===== config.mk =====
export PLATFORM = sky130hd
export DESIGN_NAME = seg_scan_driver
export DESIGN_NICKNAME = d
export VERILOG_FILES = /design/src/rtl/seg_scan_driver.sv
export SDC_FILE = /design/constraint.sdc
export NUM_CORES = 1
export LEC_CHECK = 0
export CAP_MARGIN = 5
export CORE_MARGIN = 2
export CORE_UTILIZATION = 50
export CTS_CLUSTER_SIZE = 14
export DETAILED_ROUTE_END_ITERATION = 12
export GPL_ROUTABILITY_DRIVEN = 0
export GPL_TIMING_DRIVEN = 0
export PLACE_DENSITY = 0.83
export SYNTH_ARGS = -nofsm -noshare
export SYNTH_HDL_FRONTEND = slang
export SYNTH_SLANG_ARGS = --single-unit
export TNS_END_PERCENT = 20

===== constraint.sdc =====
create_clock -name clk -period 3.3 [get_ports clk]
set_clock_uncertainty 0.05 [all_clocks]
set_input_delay 0.33 -clock clk [delete_from_list [all_inputs] [get_ports clk]]
set_output_delay 0.33 -clock clk [all_outputs]
set_load 0.01 [all_outputs]

===== src/rtl/seg_scan_driver.sv =====
// ============================================================================
// Module   : seg_scan_driver
// Purpose  : Frame-latched 4-digit common-anode 7-segment scanner with blink.
// Option   : SEG_LEADING_ZERO_BLANK_EN blanks the minutes-tens slot when zero.
// Revision : 1.0 - initial release
// ============================================================================
`default_nettype none

module seg_scan_driver #(
   parameter int DIGIT_CYCLES = 100000,
   parameter int BLINK_CYCLES = 25000000
) (
   input  logic       clk,
   input  logic       reset,
   input  logic [3:0] min_tens,
   input  logic [3:0] min_ones,
   input  logic [3:0] sec_tens,
   input  logic [3:0] sec_ones,
   input  logic       sel,
   input  logic       adj,
   output logic [6:0] seg,
   output logic [3:0] an
);

   localparam int DCNT_W = (DIGIT_CYCLES > 2) ? $clog2(DIGIT_CYCLES) : 1;
   localparam int BCNT_W = (BLINK_CYCLES > 2) ? $clog2(BLINK_CYCLES) : 1;
   localparam logic [DCNT_W-1:0] C_DCNT_LAST = DCNT_W'(DIGIT_CYCLES - 1);
   localparam logic [BCNT_W-1:0] C_BCNT_LAST = BCNT_W'(BLINK_CYCLES - 1);

   logic [DCNT_W-1:0] r_dcnt;
   logic [1:0]        r_idx;
   logic [3:0]        r_shadow [4];
   logic [BCNT_W-1:0] r_bcnt;
   logic              r_blink_on;

   logic              w_tick;
   logic [3:0]        w_digit;
   logic [6:0]        w_dec;
   logic              w_blank;

   assign w_tick  = (r_dcnt == C_DCNT_LAST);
   assign w_digit = r_shadow[r_idx];

   always_comb begin
      w_dec = 7'h3F;
      case (w_digit)
         4'd0:    w_dec = 7'h40;
         4'd1:    w_dec = 7'h79;
         4'd2:    w_dec = 7'h24;
         4'd3:    w_dec = 7'h30;
         4'd4:    w_dec = 7'h19;
         4'd5:    w_dec = 7'h12;
         4'd6:    w_dec = 7'h02;
         4'd7:    w_dec = 7'h78;
         4'd8:    w_dec = 7'h00;
         4'd9:    w_dec = 7'h10;
         default: w_dec = 7'h3F;
      endcase
   end

   // Selected field: minutes occupy idx 2,3 (sel=0), seconds idx 0,1 (sel=1).
   always_comb begin
      w_blank = adj && !r_blink_on && (sel ? !r_idx[1] : r_idx[1]);
`ifdef SEG_LEADING_ZERO_BLANK_EN
      if ((r_idx == 2'd3) && (r_shadow[3] == 4'd0)) begin
         w_blank = 1'b1;
      end
`endif
   end

   always_ff @(posedge clk or negedge reset) begin
      if (!reset) begin
         r_dcnt     <= '0;
         r_idx      <= 2'd0;
         r_shadow   <= '{default: 4'd0};
         r_bcnt     <= '0;
         r_blink_on <= 1'b1;
         seg        <= 7'h7F;
         an         <= 4'hF;
      end else begin
         if (w_tick) begin
            r_dcnt <= '0;
            r_idx  <= r_idx + 2'd1;
            // Latch a whole frame at once so a scan never mixes two values.
            if (r_idx == 2'd3) begin
               r_shadow[0] <= sec_ones;
               r_shadow[1] <= sec_tens;
               r_shadow[2] <= min_ones;
               r_shadow[3] <= min_tens;
            end
         end else begin
            r_dcnt <= r_dcnt + 1'b1;
         end

         if (!adj) begin
            r_bcnt     <= '0;
            r_blink_on <= 1'b1;
         end else if (r_bcnt == C_BCNT_LAST) begin
            r_bcnt     <= '0;
            r_blink_on <= !r_blink_on;
         end else begin
            r_bcnt <= r_bcnt + 1'b1;
         end

         if (w_blank) begin
            seg <= 7'h7F;
            an  <= 4'hF;
         end else begin
            seg <= w_dec;
            an  <= ~(4'b0001 << r_idx);
         end
      end
   end

endmodule

`default_nettype wire

Yosys cells after proc, flatten, opt, wreduce, memory -nomap -nowiden
Memories as Yosys holds them, arrays and structs flattened.
Cells that the tools add are included.
{ "word_totals": {"regBits": 72, "rom_bits": 112, "memories": 1} }
{ "classes": {"addsub": 3, "magnitude_cmp": 1, "eq_ne": 4, "shifts": 1, "muxes": 11, "n_bitwise": 2, "n_reduce_logical": 5} }
{ "mem_list": {"columns": ["memory", "words", "width", "rd", "rd_clocked_by_memory_dff", "write_ports", "line_no", "rtl"], "rows": [
  ["(no name shown)", 16, 7, 1, 0, 0, "46", "case (w_digit)"]
]} }
{ "ops": {"columns": ["operator", "n"], "rows": [
  ["$mux W25", 2],
  ["$add A25 B1 Y25 const B", 1],
  ["$eq A25 B25 Y1 const B", 1],
  ["$add A17 B1 Y17 const B", 1],
  ["$eq A17 B17 Y1 const B", 1],
  ["$mux W17", 1],
  ["$mux W4", 3],
  ["$bmux W4 S2", 1],
  ["$mux W7", 1],
  ["$not A4 Y4", 1],
  ["$shl A1 B2 Y4 const A", 1],
  ["$ge A3 B3 Y1 const B", 1],
  ["$mux W1", 3],
  ["$not A2 Y3", 1],
  ["$add A2 B1 Y2 const B", 1],
  ["$eq A2 B2 Y1 const B", 1],
  ["$logic_and A1 B1 Y1", 2],
  ["$logic_not A1 Y1", 2],
  ["$ne A2 B1 Y1 const B", 1],
  ["$reduce_and A2 Y1", 1]
]} }

Longest topological paths before layout
An unclocked memory read counts as a cell.
{ "depth": {"ltp_word": 6, "depth_mapped": 8, "mapped_depth_nobuf": 7} }

Worst setup path after synthesis
No wires, ideal clock.
{ "synth_path": {"path_type": "reg2reg", "start": "register r_idx[0]", "end": "register seg[4]", "setup_time_ns": 0.085, "arrival_time_ns": 1.924, "required_ns": 3.165, "path_slack_ns": 1.241, "path_stages_with_launch": 9, "path_buffers": 1, "synth_period_minus_slack_ns": 2.059, "cell_sequence": "dfrtp_1 > clkbuf_1 > mux4_2 > inv_1 > ha_1 > inv_1 > mux2_2 > mux2i_1 > nand2_1"} }
{ "synth_via": {"elab_chain_cells": 6} }
{ "synth_rtl": {"columns": ["element", "line_no", "rtl"], "rows": [
  ["from (decl)", "31", "logic [1:0] r_idx;"],
  ["from (signal assigned)", "83", "r_idx <= r_idx + 2'd1;"],
  ["$not A2 Y3 (not written as such)", "42", "assign w_digit = r_shadow[r_idx];"],
  ["$bmux W4 S2", "42", null],
  ["$mux W4 (not written as such) (2 in a row)", "42", null],
  ["$mem_v2 Z16 W7", null, null],
  ["$mux W7", "105", "if (w_blank) begin"],
  ["to (signal assigned)", "109", "seg <= w_dec;"],
  ["to (decl)", "21", "output logic [6:0] seg,"]
]} }
No other way between the ends. The select of a mux whose other input is x is not followed.
A chain may end at the register's enable or synchronous reset.

Worst setup path in the final report
Same ends and word-level chain as after synthesis.

==> impl_metrics.json <==
{
  "layout.nets": 384,
  "layout_common_cells": "dfrtp_1 (60), clkdlybuf4s50_1 (29), nor2_1 (24)",
  "antenna_left": 0,
  "placed_cells": 438,
  "fin_cells": 454,
  "cp-end-kind": "register",
  "drt_first_iter_violations": 140,
  "arrival_ns": 2.53,
  "cts-root-buf": "clkbuf_8",
  "via_per_inst": 5.47,
  "synth_seq_cells": 72,
  "fp.dieH_um": 87.9,
  "fin_area_mm2": 0.00419,
  "drtPass1Iterations": 4,
  "area_delta_synth_final_pct": 19.1,
  "core_area_mm2": 0.00679,
  "avgSynthCellArea_um2": 11.3,
  "die_x_um": 87.9,
  "cts_tree": "built",
  "cp-start-kind": "register",
  "crit_type": "reg -> reg",
  "synth_cell_type_count": 41,
  "cp.required_ns": 3.52,
  "path_max_fanout": 5,
  "maxSlewViolCount": 0,
  "synth_edf_count": 0,
  "clk_latency_ns": 0.35,
  "hp-class": "in -> async",
  "cts.path.max_buffers": 2,
  "drive_gt1_frac": 0.176,
  "leakage_nw": 1.73,
  "postCtsSetupRepairBufs": 0,
  "status": "completed",
  "r2r.worst_path.cells": 8,
  "synth_area_mm2": 0.00352,
  "ys_top_cells_by_area": "dfrtp_1 (43%), dfstp_2 (9.0%), mux2_4 (4.3%)",
  "port-buffer-count": 30,
  "min_period_ns": 2.31,
  "antennaDiodeCount": 0,
  "tightest_slew_ns": 0.871,
  "yosys_warnings": 0,
  "io_pins": 31,
  "grtUsageTotal": 0.207,
  "remaining_drc_errors": 0,
  "finalSetupViolations": 0,
  "slew_headroom": 0.419,
  "grt_antenna_before_repair": 0,
  "clkTransAtPathRegs_ns": 0.08,
  "postPlaceCellArea_mm2": 0.00394,
  "syn_nets": 343,
  "wl_um": 7010,
  "synth_top_area_cell": "dfrtp_1",
  "async_flop_share": 1.00,
  "post-route-period-util": 0.701,
  "cts_buffers": 9,
  "dieArea_mm2": 0.00773,
  "wire_per_inst_um": 15.4,
  "max_cap_violations": 0,
  "vias": 2483,
  "powerDensity_mw_per_mm2": 452,
  "final_hold_viol_count": 0,
  "cts_resized": 0,
  "timing.fmax_mhz": 432,
  "cts_hold_buffers": 0,
  "rsz0062_at_grt": "false",
  "final_common_cell": "dfrtp_1",
  "rows": 30,
  "grt_max_degree": 73,
  "dpl.hpwl_um": 5040,
  "grt_overflow": 0,
  "grt_pass1_wl_um": 12100,
  "ir_worst_vdd_uv": 288,
  "htreeDepth": 3,
  "yosysSeqAreaShare": 0.516,
  "cts_sinks": 72,
  "first_global_vias": 2539,
  "netlist.area_leader.share": 0.427,
  "ys.flop_type": "dfrtp_1",
  "syn-instance-count": 312,
  "initial_utilization": 0.518
}
-- cell type report --
| class | count | area [µm²] |
|---|---|---|
| Buffer | 10 | 55.1 |
| Multi-Input combinational cell | 217 | 1600 |
| Clock inverter | 6 | 115 |
| Fill cell | 509 | 2600 |
| Sequential cell | 72 | 1820 |
| Clock buffer | 10 | 138 |
| Inverter | 13 | 48.8 |
| Tap cell | 96 | 120 |
| Timing Repair Buffer | 30 | 298 |
-- critical path: stages (launching register included) --
cell and delay [ns]:
dfrtp_1 0.39, clkbuf_1 0.34, mux4_2 0.60, inv_1 0.16, ha_1 0.17, inv_1 0.05, mux2_2 0.27, mux2i_1 0.13
nand2_1 0.07
-- path summary, 6_finish.rpt --
path	startpoint	endpoint	slack [ns]
max in group asynchronous	reset	r_shadow[9]	2.59
min in group clk	r_dcnt[0]	r_dcnt[0]	0.45
min reg2reg	r_dcnt[0]	r_dcnt[0]	0.45
max reg2reg	r_idx[0]	seg[4]	0.99
min	reset	r_bcnt[15]	0.04
max	r_idx[0]	seg[4]	0.99
-- kinds of logic (layout without fill, tap and decap cells) --
logic type / Yosys count / in the layout / synth area share
simple gates: 117 / 117 / 0.191
compound gates: 40 / 40 / 0.0629
mux: 24 / 24 / 0.0992
fa+ha+maj: 11 / 11 / 0.0391
xor+xnor: 25 / 25 / 0.0622
buf+inv: 23 / 69 / 0.0295
flops: 72 / 72 / 0.516
-- per-layer routing --
metal	vias up	GRT usage	routed length (µm)
met1	1234	0.260	3060
met2	49	0.342	3610
met5	-	0	0
met4	0	0.0811	127
met3	14	0.0547	219
li1	1186	-	-
-- metrics by stage --
stage	TNS [ns]	total power, mW	hold slack [ns]	setup WS [ns]	utilization
5_1_grt	0	1.97	0.102	0.803	0.617
3_3_place_gp	-26.56	1.04	0.423	-0.446	0.580
2_1_floorplan	0	0.979	-0.0156	1.24	-
3_5_place_dp	0	1.05	0.432	0.990	0.580
4_1_cts	0	1.91	0.0690	0.968	0.617
6_report	0	1.89	0.0377	0.985	0.617
-- flip-flops by register name, summed over array words and instances, names as in the netlist --
signal / flops
an: 4
r_bcnt: 25
r_blink_on: 1
r_dcnt: 17
r_idx: 2
r_shadow: 16
seg: 7
-- power breakdown --
| part | switching [mW] | internal [mW] |
|---|---|---|
| logic | 0.0531 | 0.0570 |
| clock network | 0.336 | 0.526 |
| registers | 0.0119 | 0.907 |
| total | 0.401 | 1.49 |
-- Yosys cell counts (2+ instances only) --
master and instances:
mux2_4 10, nor3_1 5, buf_6 2, xnor2_1 17
xor2_1 8, mux4_2 4, dfrtp_1 60, or3_1 10
o21ai_0 16, nand4_1 10, clkbuf_1 6, nand3_1 15
nand2b_1 3, dfstp_2 12, mux2i_1 3, nand2_1 22
a21oi_1 15, inv_1 13, ha_1 11, and3_1 2
or4_4 2, buf_2 2, o31ai_1 6, nor4_1 2
mux2_2 7, nor2_1 24, and4_1 2, or4_1 6
and2_1 5
(Power assumes the default switching activity.)
